--- src/rtl/tcp_chksum_calc.sv ---
// TCP checksum engine: sums pseudo-header, TCP core header and payload beats
// into a 32-bit ones-complement accumulator, folds it, and hands out the result.
module tcp_chksum_calc #(
  parameter int DATA_W     = 64,
  parameter int PADBYTES_W = $clog2(DATA_W/8)
) (
  input  logic                  clk,
  input  logic                  rst_n,
  input  logic                  hdr_val,
  input  logic [95:0]           hdr_pseudo,
  input  logic [159:0]          hdr_tcp,
  output logic                  hdr_rdy,
  input  logic                  data_val,
  input  logic [DATA_W-1:0]     data,
  input  logic                  data_last,
  input  logic [PADBYTES_W-1:0] data_padbytes,
  output logic                  data_rdy,
  output logic                  chksum_val,
  output logic [15:0]           chksum,
  output logic                  chksum_len_err,
  input  logic                  chksum_rdy
);

  localparam int BYTES = DATA_W / 8;
  localparam int WORDS = DATA_W / 16;
  localparam int CNT_W = PADBYTES_W + 1;

  typedef enum logic [2:0] {IDLE, HDR, DATA, FOLD, OUT} state_t;

  state_t        state;
  logic [95:0]   pseudo_q;
  logic [159:0]  tcp_q;
  logic [31:0]   acc;
  logic [23:0]   byte_cnt;
  logic [15:0]   exp_bytes;
  logic [1:0]    phase;
  logic          len_err;

  logic [15:0]       hdr_words [16];
  logic [31:0]       hdr_sum;
  logic [CNT_W-1:0]  valid_bytes;
  logic [DATA_W-1:0] masked;
  logic [31:0]       beat_sum;
  logic [23:0]       cnt_next;
  logic [31:0]       fold;
  logic [15:0]       in_len;

  // Header word order: 6 pseudo-header words then 10 TCP words; TCP word 8 is the checksum field.
  always_comb begin
    for (int unsigned i = 0; i < 16; i++) hdr_words[i] = '0;
    for (int unsigned i = 0; i < 6; i++)  hdr_words[i] = pseudo_q[95-16*i -: 16];
    for (int unsigned i = 0; i < 10; i++) hdr_words[6+i] = tcp_q[159-16*i -: 16];
    hdr_words[14] = '0;
  end

  always_comb begin
    hdr_sum = '0;
    for (int unsigned k = 0; k < 4; k++)
      hdr_sum = hdr_sum + {16'h0000, hdr_words[{phase, k[1:0]}]};
  end

  always_comb begin
    valid_bytes = data_last ? CNT_W'(BYTES) - {1'b0, data_padbytes} : CNT_W'(BYTES);
    masked = '0;
    for (int unsigned b = 0; b < BYTES; b++)
      if (CNT_W'(b) < valid_bytes)
        masked[DATA_W-1-8*b -: 8] = data[DATA_W-1-8*b -: 8];
    beat_sum = '0;
    for (int unsigned w = 0; w < WORDS; w++)
      beat_sum = beat_sum + {16'h0000, masked[DATA_W-1-16*w -: 16]};
    cnt_next = byte_cnt + 24'(valid_bytes);
  end

  assign fold   = {16'h0000, acc[15:0]} + {16'h0000, acc[31:16]};
  assign in_len = hdr_pseudo[31:16];

  always_ff @(posedge clk or negedge rst_n) begin
    if (!rst_n) begin
      state          <= IDLE;
      pseudo_q       <= '0;
      tcp_q          <= '0;
      acc            <= '0;
      byte_cnt       <= '0;
      exp_bytes      <= '0;
      phase          <= '0;
      len_err        <= 1'b0;
      hdr_rdy        <= 1'b0;
      data_rdy       <= 1'b0;
      chksum_val     <= 1'b0;
      chksum         <= '0;
      chksum_len_err <= 1'b0;
    end else begin
      case (state)
        IDLE: begin
          hdr_rdy <= 1'b1;
          if (hdr_val && hdr_rdy) begin
            hdr_rdy   <= 1'b0;
            pseudo_q  <= hdr_pseudo;
            tcp_q     <= hdr_tcp;
            acc       <= '0;
            byte_cnt  <= '0;
            phase     <= '0;
            len_err   <= (in_len < 16'd20);
            exp_bytes <= (in_len < 16'd20) ? 16'd0 : in_len - 16'd20;
            state     <= HDR;
          end
        end
        HDR: begin
          acc   <= acc + hdr_sum;
          phase <= phase + 2'd1;
          if (phase == 2'd3) begin
            if (exp_bytes != 16'd0) begin
              state    <= DATA;
              data_rdy <= 1'b1;
            end else begin
              state <= FOLD;
            end
          end
        end
        DATA: begin
          if (data_val && data_rdy) begin
            acc      <= acc + beat_sum;
            byte_cnt <= cnt_next;
            if (data_last) begin
              if (cnt_next != {8'h00, exp_bytes}) len_err <= 1'b1;
              data_rdy <= 1'b0;
              phase    <= '0;
              state    <= FOLD;
            end
          end
        end
        FOLD: begin
          acc   <= fold;
          phase <= phase + 2'd1;
          if (phase == 2'd1) begin
            phase          <= '0;
            chksum_val     <= 1'b1;
            chksum         <= ~fold[15:0];
            chksum_len_err <= len_err;
            state          <= OUT;
          end
        end
        OUT: begin
          if (chksum_rdy) begin
            chksum_val     <= 1'b0;
            chksum_len_err <= 1'b0;
            hdr_rdy        <= 1'b1;
            state          <= IDLE;
          end
        end
        default: state <= IDLE;
      endcase
    end
  end

endmodule

--- config.mk ---
export PLATFORM = sky130hd
export DESIGN_NAME = tcp_chksum_calc
export DESIGN_NICKNAME = d
export VERILOG_FILES = /design/src/rtl/tcp_chksum_calc.sv
export SDC_FILE = /design/constraint.sdc
export NUM_CORES = 1
export LEC_CHECK = 0
export ABC_AREA = 1
export CORE_ASPECT_RATIO = 0.9
export CORE_MARGIN = 2
export CORE_UTILIZATION = 46
export CTS_CLUSTER_DIAMETER = 60
export DETAILED_ROUTE_END_ITERATION = 8
export PLACE_DENSITY = 0.66
export RECOVER_POWER = 100
export SLEW_MARGIN = 20
export SYNTH_ARGS = -nofsm -noshare
export SYNTH_HDL_FRONTEND = slang
export SYNTH_SLANG_ARGS = --single-unit
export TNS_END_PERCENT = 10
--- constraint.sdc ---
create_clock -name clk -period 8.7 [get_ports clk]
set_clock_uncertainty 0.2 [all_clocks]
set_input_delay 1.74 -clock clk [delete_from_list [all_inputs] [get_ports clk]]
set_output_delay 1.74 -clock clk [all_outputs]
set_load 0.005 [all_outputs]
==> run metrics, run 1 <==
clk_lat worst skew roughly 0.58 ns; Worst Path Max Fanout 8; critical path type in2reg; Mapped Avg Cell Area ~7.3 sq um; Setup TNS 0 ns; antenna-violating nets left 0; Synth Warn # 0; CTS tree done; Final Hold Vio Count 0; Crit. End Element flip-flop; standard-cell rows 76; hold depth 2; CTS H-Tree Depth 2; initial antenna violation count 2; post-CTS setup buffer count 0; Hold Crit Class reg2reg; Register Area roughly 8500 sq um; cts repair resizes 0; most frequent cells in the layout nand2_1 (1098), dfrtp_1 (336), inv_1 (323), clkdlybuf4s50_1 (308), o21ai_0 (271); hold endpoint tcp_q[103]; largest net degree at the start of global routing 179; Multi-input gate area around 12000 sq um; Pre-antenna DRT Iters 5; Seq/Total Area, Yosys 38.18%; Synth cell types 48; Mapped Area about 22000 sq um; GR Overflow Total 0; status finished, violations left; setup violators final 0; failing checks max-capacitance violations, max-slew violations; Final nets between 3000 and 4000; max-cap viol count 6; vias in the first global route approximately 21000; filler cell count 4579; clock transition at the registers of the reported paths 0.06 ns; CP Data Required Time approximately 9.0 ns; Crit Reg-Reg Endpoint len_err; final WL 72.71 mm; Ports between 300 and 400; RSZ-0062 raised after global routing no; GRT Overall Usage around 29%; layout cells sized above 1 ~3%; Syn Inst Count just over 3000; CP arrival 7.87 ns; Initial Utilization 46.40%; Hold Crit Start tcp_q[103]; die area 49930 sq um; Core ar. ~48000 sq um; cts bufs inserted 40; # port buffers around 330; clk root buf clkbuf_16; DR WL/cell between 15 and 20 microns; Area Overhead vs Synth 22.37%; Synth Register Bits approximately 340; First DRT Iteration DRCs ~1900; cts hold-fix bufs 0; DRC 0; fin crit period around 7.6 ns; hpwl dp between 50 and 60 mm; clock sinks between 300 and 400; die width around 240 microns; Critical R2R Launch state[2]; Critical Path Start Type input pin; FMAX around 130 MHz; Worst R2R Setup Slack around 1.8 ns; first-pass GRT wire length 114.1 mm; Die H between 200 and 250 microns; final slew viol count roughly 500; Clock Path Buffers 3; Slew HR -293.2%; actual slew at the worst max-slew pin roughly 6 ns; GPL Wtd Cong roughly 0.92; Worst Setup SP data_padbytes[0]; post-route clock period utilization about 87%; Synth Net Count 3517; reg2reg path depth 14; most common cell after layout, fill and taps aside nand2_1; detailed-route vias per instance approximately 5.3; DR vias between 20000 and 25000
kinds of logic after synthesis:
| logic type | share of synthesized area, % |
|---|---|
| and+or+nand+nor | 27.80 |
| DFF | 38.18 |
| xor gates and xnor gates | 1.254 |
| buffers and inverters | 7.784 |
| AOI/OAI and AO/OA | 12.29 |
| adders and majority gates | 12.69 |
final cells by class:
type,instances,share of cell area (%)
clock buffer,55,4.053
timing repair buffer,344,12.60
tap,624,2.880
clock inverter,11,0.5724
multi-input combinational,2239,44.07
sequential,338,31.22
inverter,330,4.597
antenna,1,0.009231
registers in the layout, indices dropped and copies added (netlist names):
signal and count:
exp_bytes 16, tcp_q 144, phase 2, chksum_len_err 1, chksum_val 1, data_rdy 1
hdr_rdy 1, state 3, byte_cnt 24, pseudo_q 96, len_err 1, chksum 16
acc 32
how the worst max path moves through the flow:
| stage | cells past startpoint | to | slack, ns |
|---|---|---|---|
| after CTS | 28 | acc[25] | 1.71 |
| after global routing | 1 | tcp_q[101] | 0.69 |
| after floorplan | 27 | acc[25] | 2.51 |
| after global placement | 28 | acc[25] | 1.18 |
| after detailed placement | 28 | acc[25] | 1.14 |
| final | 25 | acc[24] | 1.10 |
metrics by stage:
step | setup WS (ns) | instance area, sq um | hold WS, ns | cells | util (%)
detailed placement | 1.137 | 25910 | 0.2532 | 3875 | 54.28
global placement | 1.176 | 25910 | 0.2482 | 3875 | 54.28
finish | 1.100 | 27110 | 0.2637 | 3942 | 56.79
global route | 0.6931 | 27110 | 0.2814 | 3942 | 56.79
CTS | 1.706 | 27160 | 0.2667 | 3941 | 56.90
floorplan | 2.513 | 22150 | 0.2366 | 3021 | -
cells in the mapped netlist, drive strengths merged:
| library cell | instances | area [sq um] |
|---|---|---|
| nand2 | 1105 | 4165 |
| dfrtp | 338 | 8458 |
| inv | 329 | 1235 |
| o21ai | 271 | 1356 |
| nor2 | 247 | 947.2 |
| nand3 | 127 | 640.6 |
| a21oi | 111 | 555.5 |
| fa | 96 | 1922 |
| o22ai | 81 | 506.7 |
| clkbuf | 74 | 277.8 |
| ha | 71 | 888.4 |
| buf | 40 | 207.7 |
| nand4 | 22 | 137.6 |
| xor2 | 16 | 140.1 |
| or2 | 15 | 93.84 |
| nor3 | 13 | 75.07 |
| o22a | 9 | 78.83 |
| xnor2 | 8 | 70.07 |
| a21boi | 7 | 52.55 |
| nor4 | 5 | 37.53 |
| a31oi | 4 | 25.02 |
| and2 | 4 | 25.02 |
| nand3b | 4 | 30.03 |
| o21a | 4 | 30.03 |
| a21o | 3 | 22.52 |
| o211ai | 3 | 22.52 |
| o21bai | 3 | 22.52 |
| xnor3 | 3 | 67.56 |
| o221ai | 2 | 17.52 |
| a211oi | 1 | 7.510 |
| a2bb2oi | 1 | 8.760 |
| clkinv | 1 | 3.750 |
| nor2b | 1 | 6.260 |
| o31ai | 1 | 7.510 |
| o32ai | 1 | 8.760 |
critical path, cell delays in order:
cell and delay (ns):
dlygate4sd3_1 0.57, inv_1 0.09, ha_1 0.21, xnor2_1 0.21, nand2_1 0.09, o21ai_0 0.95, nand2_1 0.18, fa_1 0.55
inv_1 0.06, fa_1 0.54, inv_1 0.06, fa_1 0.54, inv_1 0.04, ha_1 0.35, a21oi_1 0.21, a21boi_0 0.35
nand2_1 0.09, nand2_1 0.07, nand3_1 0.25, and2_0 0.26, a21oi_1 0.12, o21ai_0 0.12, nand2_1 0.07, nand2_1 0.04
nand2_1 0.12
per-layer routing:
layer	track usage (%)	routed length (microns)	up-vias
met1	41.81	33210	10030
met3	3.389	4533	97
met2	46.88	32840	742
met5	0	0	-
met4	9.291	2120	0
li1	-	-	10150
Power of run 1 is not shown: default switching activity piles up to over one toggle a cycle in this logic, so the estimate is an artifact.
==> run 2: changes to the inputs <==
- RECOVER_POWER: 100 -> 25
==> run metrics, run 2 (same netlist as run 1, synthesis figures left out) <==
status finished, violations left; failing checks max-capacitance violations, max-slew violations; CTS H-Tree Depth 2 (unchanged); layout cells sized above 1 3.256% (+0.30 points); design area 27160 sq um (+0.18%); Ports 349 (unchanged); hpwl dp 54.79 mm (unchanged); Placed Area 25910 sq um (unchanged); Worst Path Buf+Inv 7 (+2); Worst Path Max Fanout 8 (unchanged); Crit. End Element flip-flop; actual slew at the worst max-slew pin 5.895 ns (-0.003593 ns); final WL 72.82 mm (+0.15%); Final nets 3789 (unchanged); First DRT Iteration DRCs 1826 (-3.0%); cts bufs inserted 40 (unchanged); Pre-antenna DRT Iters 6 (+1); CP arrival 7.29 ns (-0.58 ns); final slew viol count 112 (-78%); largest reg by FF count tcp_q; Post-Layout Cell Count 3942 (unchanged); clock transition at the registers of the reported paths 0.06 ns (about the same); first-pass GRT wire length 114.1 mm (unchanged); most common cell after layout, fill and taps aside nand2_1; Slew HR -293.0% (about the same); DR WL/cell 18.47 microns (+0.15%); Critical Path Start Type input pin; top flop regs tcp_q: 144 flops, pseudo_q: 96 flops, acc: 32 flops; slowest CP cell fa_1; Area Overhead vs Synth 22.60%; placed instance count 3875 (unchanged); Core ar. 47740 sq um (unchanged); GPL Wtd Cong 0.9161 (unchanged); max-cap viol count 1 (-5); clk_lat worst skew 0.58 ns (about the same); CTS tree done; GRT Overall Usage 29.27% (unchanged); Die H 212.2 microns (unchanged); Setup TNS 0 ns (unchanged); slowest stage delay, CP 0.54 ns (-0.41 ns); Hold Crit Class reg2reg; standard-cell rows 76 (unchanged); Largest register FFs 144 (unchanged); CP Data Required Time 8.95 ns (-0.02 ns); cts hold-fix bufs 0 (unchanged); most frequent cell on the critical path nand2_1; Initial Utilization 46.40% (unchanged); fin crit period 7.040 ns (-0.5598 ns); cts repair resizes 0 (unchanged); DRC 0 (unchanged); most frequent cells in the layout nand2_1 (1098), dfrtp_1 (336), clkdlybuf4s50_1 (330), inv_1 (319), o21ai_0 (265); RSZ-0062 raised after global routing no; die width 235.3 microns (unchanged); clk root buf clkbuf_16; Final Hold Vio Count 0 (unchanged); detailed-route vias per instance 5.334 (about the same); vias in the first global route 20560 (unchanged); setup violators final 0 (unchanged); post-route clock period utilization 80.92% (-6.4 points); post-CTS setup buffer count 0 (unchanged); family with the most delay on the worst path adder cells; DR vias 21030 (+0.081%); # port buffers 332 (unchanged); DP Worst Slack 1.137 ns (unchanged); largest net degree at the start of global routing 179 (unchanged); GR Overflow Total 0 (unchanged); critical path type in2reg; initial antenna violation count 1 (-1); antenna-violating nets left 0 (unchanged); clock sinks 338 (unchanged); final worst slack 1.660 ns (+0.5598 ns); FMAX 142.0 MHz (+8.0%); die area 49930 sq um (unchanged); Clock Path Buffers 3 (unchanged)
-- run 2: metrics by stage --
step | util, % | hold slack [ns]
after floorplan | - | 0.2366
after global placement | 54.28 | 0.2482
after detailed placement | 54.28 | 0.2532
after CTS | 56.90 | 0.2667
after global routing | 56.89 | 0.2814
final | 56.89 | 0.2642
-- run 2: tightest hold or removal path, stage by stage, from the launching register on --
cell and delay (ns):
dfrtp_1 0.34, nand2_1 0.05, nand2_1 0.04
-- run 2: worst paths after layout --
check / start / end / slack [ns] / cells past startpoint
min in group asynchronous: rst_n / pseudo_q[53] / 3.14 / 1
hold / removal: tcp_q[145] / tcp_q[145] / 0.26 / 2
max in group asynchronous: rst_n / pseudo_q[9] / 1.81 / 1
setup reg to reg: phase[0] / acc[17] / 2.30 / 21
setup / recovery: data_padbytes[0] / acc[25] / 1.66 / 28
hold reg to reg: tcp_q[145] / tcp_q[145] / 0.26 / 2
-- run 2: area by class of cell --
cell class                 instances  area [sq um]
fill                            4568         20580
clock inverter                    11         155.1
tap                              624         780.7
antenna                            1         2.502
inverter                         330          1246
multi-input combinational       2239         11980
timing repair buffer             344          3436
sequential                       338          8463
clock buffer                      55          1099
-- run 2: routing by layer --
metal / up-vias / routed length (microns) / global-route usage [%]
met1: 10010 / 33260 / 41.81
met5: - / 0 / 0
met2: 757 / 32860 / 46.88
li1: 10160 / - / -
met4: 0 / 2194 / 9.291
met3: 103 / 4501 / 3.389
Power of run 2 is left out for the same reason.
